### src/rtl/nyq_seq.sv
// Sequencer for the NYQ polyphase decimating filter: phase/MAC/shift strobes plus host write arbitration.
// Optional block counter output BlkCnt_DO is enabled by defining NYQ_SEQ_BLKCNT_EN.
module nyq_seq #(
  parameter int ADDR_WIDTH = 5,
  parameter int DECIM      = 8,
  parameter int CNT_WIDTH  = 3,
  parameter int NUM_MACS   = 4
) (
  input  logic                  Clk_CI,
  input  logic                  Rst_RBI,
  input  logic                  Start_SI,
  input  logic                  Stop_SI,
  input  logic                  SmpValid_SI,
  input  logic                  HostWrReq_SI,
  input  logic [ADDR_WIDTH-1:0] HostAddr_DI,
  output logic                  HostWrAck_SO,
  output logic                  WrEn_SO,
  output logic [ADDR_WIDTH-1:0] Addr_DO,
  output logic [CNT_WIDTH-1:0]  Phase_DO,
  output logic                  MacEn_SO,
  output logic                  MacClr_SO,
  output logic                  Shift_SO,
  output logic                  OutValid_SO,
  output logic                  Busy_SO,
  output logic [1:0]            State_DO
`ifdef NYQ_SEQ_BLKCNT_EN
  ,
  output logic [15:0]           BlkCnt_DO
`endif
);

  localparam int FILL_W = (NUM_MACS > 1) ? $clog2(NUM_MACS) : 1;
  localparam logic [FILL_W-1:0]    FILL_MAX  = FILL_W'(NUM_MACS - 1);
  localparam logic [CNT_WIDTH-1:0] PHASE_MAX = CNT_WIDTH'(DECIM - 1);

  typedef enum logic [1:0] {
    IDLE  = 2'b00,
    RUN   = 2'b01,
    DRAIN = 2'b10,
    CFG   = 2'b11
  } state_e;

  state_e                state_q, state_d;
  logic [CNT_WIDTH-1:0]  phaseCnt_q, phaseCnt_d;
  logic [FILL_W-1:0]     fillCnt_q, fillCnt_d;
  logic                  lastPend_q, lastPend_d;
  logic [CNT_WIDTH-1:0]  phase_q, phase_d;
  logic                  macEn_q, macEn_d;
  logic                  macClr_q, macClr_d;
  logic                  shift_q, shift_d;
  logic                  outValid_q, outValid_d;
  logic                  wrEn_q, wrEn_d;
  logic                  ack_q, ack_d;
  logic [ADDR_WIDTH-1:0] addr_q, addr_d;
  logic                  busy_q, busy_d;
  logic                  accept;

  always_comb begin
    state_d    = state_q;
    phaseCnt_d = phaseCnt_q;
    fillCnt_d  = fillCnt_q;
    lastPend_d = 1'b0;
    phase_d    = phase_q;
    macEn_d    = 1'b0;
    macClr_d   = 1'b0;
    shift_d    = 1'b0;
    outValid_d = 1'b0;
    wrEn_d     = 1'b0;
    ack_d      = 1'b0;
    addr_d     = '0;
    accept     = 1'b0;

    // A block end seen last cycle always completes its shift, whatever the state does now
    if (lastPend_q) begin
      shift_d  = 1'b1;
      macClr_d = 1'b1;
      if (fillCnt_q == FILL_MAX) outValid_d = 1'b1;
      else                       fillCnt_d  = fillCnt_q + 1'b1;
    end

    case (state_q)
      IDLE: begin
        phaseCnt_d = '0;
        if (Start_SI) begin
          state_d   = RUN;
          macClr_d  = 1'b1;
          fillCnt_d = '0;
        end else if (HostWrReq_SI) begin
          state_d = CFG;
          wrEn_d  = 1'b1;
          ack_d   = 1'b1;
          addr_d  = HostAddr_DI;
        end
      end
      CFG: state_d = IDLE;
      RUN: begin
        if (Stop_SI && (phaseCnt_q == '0)) begin
          state_d = IDLE;
        end else begin
          if (Stop_SI) state_d = DRAIN;
          accept = SmpValid_SI;
        end
      end
      DRAIN: begin
        // The final phase has been taken once its block-end flag or shift is in flight
        if (shift_q) state_d = IDLE;
        else         accept  = SmpValid_SI && !lastPend_q;
      end
      default: state_d = IDLE;
    endcase

    if (accept) begin
      macEn_d    = 1'b1;
      phase_d    = phaseCnt_q;
      phaseCnt_d = phaseCnt_q + 1'b1;
      lastPend_d = (phaseCnt_q == PHASE_MAX);
    end else if ((state_d == IDLE) || (state_d == CFG)) begin
      phase_d = '0;
    end

    busy_d = (state_d == RUN) || (state_d == DRAIN);
  end

  always_ff @(posedge Clk_CI) begin
    if (!Rst_RBI) begin
      state_q    <= IDLE;
      phaseCnt_q <= '0;
      fillCnt_q  <= '0;
      lastPend_q <= 1'b0;
      phase_q    <= '0;
      macEn_q    <= 1'b0;
      macClr_q   <= 1'b0;
      shift_q    <= 1'b0;
      outValid_q <= 1'b0;
      wrEn_q     <= 1'b0;
      ack_q      <= 1'b0;
      addr_q     <= '0;
      busy_q     <= 1'b0;
    end else begin
      state_q    <= state_d;
      phaseCnt_q <= phaseCnt_d;
      fillCnt_q  <= fillCnt_d;
      lastPend_q <= lastPend_d;
      phase_q    <= phase_d;
      macEn_q    <= macEn_d;
      macClr_q   <= macClr_d;
      shift_q    <= shift_d;
      outValid_q <= outValid_d;
      wrEn_q     <= wrEn_d;
      ack_q      <= ack_d;
      addr_q     <= addr_d;
      busy_q     <= busy_d;
    end
  end

`ifdef NYQ_SEQ_BLKCNT_EN
  logic [15:0] blkCnt_q, blkCnt_d;

  always_comb begin
    blkCnt_d = blkCnt_q;
    if ((state_q == IDLE) && (state_d == RUN)) blkCnt_d = '0;
    else if (outValid_d)                       blkCnt_d = blkCnt_q + 16'd1;
  end

  always_ff @(posedge Clk_CI) begin
    if (!Rst_RBI) blkCnt_q <= '0;
    else          blkCnt_q <= blkCnt_d;
  end

  assign BlkCnt_DO = blkCnt_q;
`endif

  assign HostWrAck_SO = ack_q;
  assign WrEn_SO      = wrEn_q;
  assign Addr_DO      = addr_q;
  assign Phase_DO     = phase_q;
  assign MacEn_SO     = macEn_q;
  assign MacClr_SO    = macClr_q;
  assign Shift_SO     = shift_q;
  assign OutValid_SO  = outValid_q;
  assign Busy_SO      = busy_q;
  assign State_DO     = state_q;

endmodule

### config.mk
export PLATFORM = sky130hd
export DESIGN_NAME = nyq_seq
export DESIGN_NICKNAME = d
export VERILOG_FILES = /design/src/rtl/nyq_seq.sv
export SDC_FILE = /design/constraint.sdc
export NUM_CORES = 1
export LEC_CHECK = 0
export CORE_ASPECT_RATIO = 1.5
export CORE_MARGIN = 5
export CORE_UTILIZATION = 40
export CTS_CLUSTER_DIAMETER = 40
export DETAILED_ROUTE_END_ITERATION = 16
export PLACE_DENSITY = 0.69
export SYNTH_ARGS = -nofsm -noshare
export SYNTH_HDL_FRONTEND = slang
export SYNTH_SLANG_ARGS = --single-unit
### constraint.sdc
create_clock -name Clk_CI -period 5.2 [get_ports Clk_CI]
set_clock_uncertainty 0.05 [all_clocks]
set_input_delay 1.04 -clock Clk_CI [delete_from_list [all_inputs] [get_ports Clk_CI]]
set_output_delay 1.04 -clock Clk_CI [all_outputs]
set_load 0.01 [all_outputs]
==> flow_summary.toml <==
[status]
outcome = "complete, no violations"

[grt]
first_global_vias = 797
antenna_found_initial = 0
grt_usage_pct = 12.2
grt_pass1_wl_mm = 3.39
grt_max_degree = 14
grt-ovfl-total = 0

[drt]
vias = 749
vias_per_cell = 5.10
dr.pass1.iters = 4
ant_nets = 0
wl_per_cell_um = 13.4
drt_iter0_markers = 26
drc = 0
drt_wl_total_mm = 1.97

[layout]
n_antenna_cell = 0
finalNetCount = 143
drive_above_1_share_pct = 10.5
most-common-layout-cells = "27 x clkdlybuf4s50_1, 22 x dfxtp_1, 11 x nand2_1"
layout_commonest_cell = "clkdlybuf4s50_1"
nFillCells = 202
instances_no_fill = 147
area_growth_pct = 36.2

[yosys]
synthesis.area_sq_um = 936
yosys_warnings = 0
ys_types = 30
synth_top_area_cell = "dfxtp_1"
seq_area_frac_synth_pct = 47.1
syn-instance-count = 95
synth.avg_cell_area_sq_um = 9.85
ys_seq_elements = 22
synth_nets = 113
synth_top_area_share_pct = 47.1
yosys-top-cells-area = "dfxtp_1 47%, ha_1 9.4%, and2_1 4.7%"

[min_path]
min-delay-path-class = "flip-flop to flip-flop"
hold_depth = 2
min_from = "fillCnt_q[1]"
worst_hold_path.endpoint = "OutValid_SO"

[worst_setup_path]
path_max_fanout = 5
critPathRequiredTime_ps = 4110
critical-path-max-stage-delay_ps = 580
rrSetupSlack_ps = 3340
start_kind = "flip-flop"
cpMaxStageDelayCell = "clkdlybuf4s50_1"
crit_path_end_kind = "output pin"
path_class = "flip-flop to output pin"
crit_arrival_ps = 1370
r2r_cells = 7
rr_startpoint = "State_DO[1]"
crit_family = "buffers and inverters"
critPathBufInv = 1
path_cells = "clkdlybuf4s50_1"
cp-startpoint = "State_DO[1]"
timing.rr.end = "Phase_DO[1]"

[floorplanning]
core-area_sq_um = 2230
die_h_um = 69.2
dieWidth_um = 49.5
row_count = 21
fp.dieArea_sq_um = 3430
ios = 28
start_util_pct = 41.9

[sta]
final-hold-violation-count = 0
setup-violations-final = 0
slew-limit-headroom_pct = 79.4
rsz0062_at_grt = "no"
min_period_over_period_pct = 47.3
setup_tns_ps = 0
tightest_slew_ps = 308
timing.fmax_mhz = 407
min_period_ps = 2460
finalMaxSlewViolations = 0
holdWs_ps = 413

[cts]
postCtsSetupBuffers = 0
cts_made_buffers = 3
insertion_delay_ps = 310
cts_max_level = 1
root_buffer = "clkbuf_4"
clk_pin_slew_ps = 130
cts_buffer_depth = 2
cts.repair.resized = 0
tritoncts = "done"
cts_hold_buf = 0
clock-sinks = 22

[power]
leakagePower_nw = 0.493
ir_drop_mv = 0.154
power_density_nw_per_um2 = 303

[place]
dp.cells = 143
post-dp-hpwl_mm = 1.58
numPortBuffers = 27
gp_congestion = 0.730

[flow_run]
max-cap-violations = 0
[how the worst max path moves through the flow]
stage,to,slack (ps),cells past startpoint
2_1_floorplan,Phase_DO[0],3150,5
4_1_cts,State_DO[1],2720,1
3_3_place_gp,Phase_DO[1],2630,6
6_report,State_DO[1],2740,1
3_5_place_dp,Phase_DO[0],2570,6
5_1_grt,State_DO[1],2660,1
[synth_stat cells]
| master | count |
|---|---|
| dfxtp_1 | 22 |
| nand2_1 | 11 |
| nor2_1 | 10 |
| and2_1 | 7 |
| ha_1 | 7 |
| inv_1 | 6 |
| a21oi_1 | 4 |
| nand3b_1 | 3 |
| nor2_2 | 2 |
| nor3_1 | 2 |
| o32ai_1 | 2 |
| a21oi_2 | 1 |
| a2bb2oi_2 | 1 |
| a31oi_4 | 1 |
| a32o_1 | 1 |
| and3_1 | 1 |
| and4b_1 | 1 |
| buf_2 | 1 |
| buf_4 | 1 |
| inv_2 | 1 |
| mux2i_4 | 1 |
| nand2b_1 | 1 |
| nand2b_4 | 1 |
| nand3_1 | 1 |
| nor2b_1 | 1 |
| o21ai_0 | 1 |
| o21ai_1 | 1 |
| o32ai_2 | 1 |
| or2_1 | 1 |
| or3_1 | 1 |
[power by group]
group	switching (W)	internal [W]	leakage [nW]
clock network	0.0000532	0.0000779	0.0279
logic	0.0000384	0.0000378	0.286
registers	0.00000319	0.000175	0.178
[cell families after synthesis]
family                     synth area share, %
muxes                                     2.41
AOI/OAI and AO/OA                         12.7
DFF                                       47.1
buffers and inverters                     4.14
and+or+nand+nor                           24.3
adders and majority gates                 9.36
[metal layers]
metal,global-route usage (%),vias up,wire (um)
met5,0,-,0
met4,6.71,0,38
met3,3.44,4,123
met2,20.9,25,1030
met1,13.1,349,779
li1,-,371,-
[stage by stage]
step | setup WS, ps | utilization (%) | total power, W | cell area [sq um]
5_1_grt | 2660 | 57.1 | 0.000409 | 1270
2_1_floorplan | 3150 | - | 0.000229 | 936
4_1_cts | 2720 | 57.1 | 0.000390 | 1270
3_5_place_dp | 2570 | 54.7 | 0.000259 | 1220
3_3_place_gp | 2630 | 54.7 | 0.000258 | 1220
6_report | 2740 | 57.1 | 0.000386 | 1270
[registers in the layout, indices dropped and copies added, names as in the netlist]
name and flops:
HostWrAck_SO 1, Addr_DO 5, MacEn_SO 1, MacClr_SO 1
OutValid_SO 1, Shift_SO 1, Phase_DO 3, fillCnt_q 2
Busy_SO 1, phaseCnt_q 3, lastPend_q 1, State_DO 2
[cell type report]
type	count	area (sq um)	share of cell area, %
clock buffers	3	22.5	1.77
clock inverters	1	30.0	2.36
inverters	7	26.3	2.06
multi-input cells	64	457	35.8
flip-flops and latches	22	440	34.5
well taps	23	28.8	2.26
repair buffers	27	270	21.2
Power figures use the tool's default switching activity.
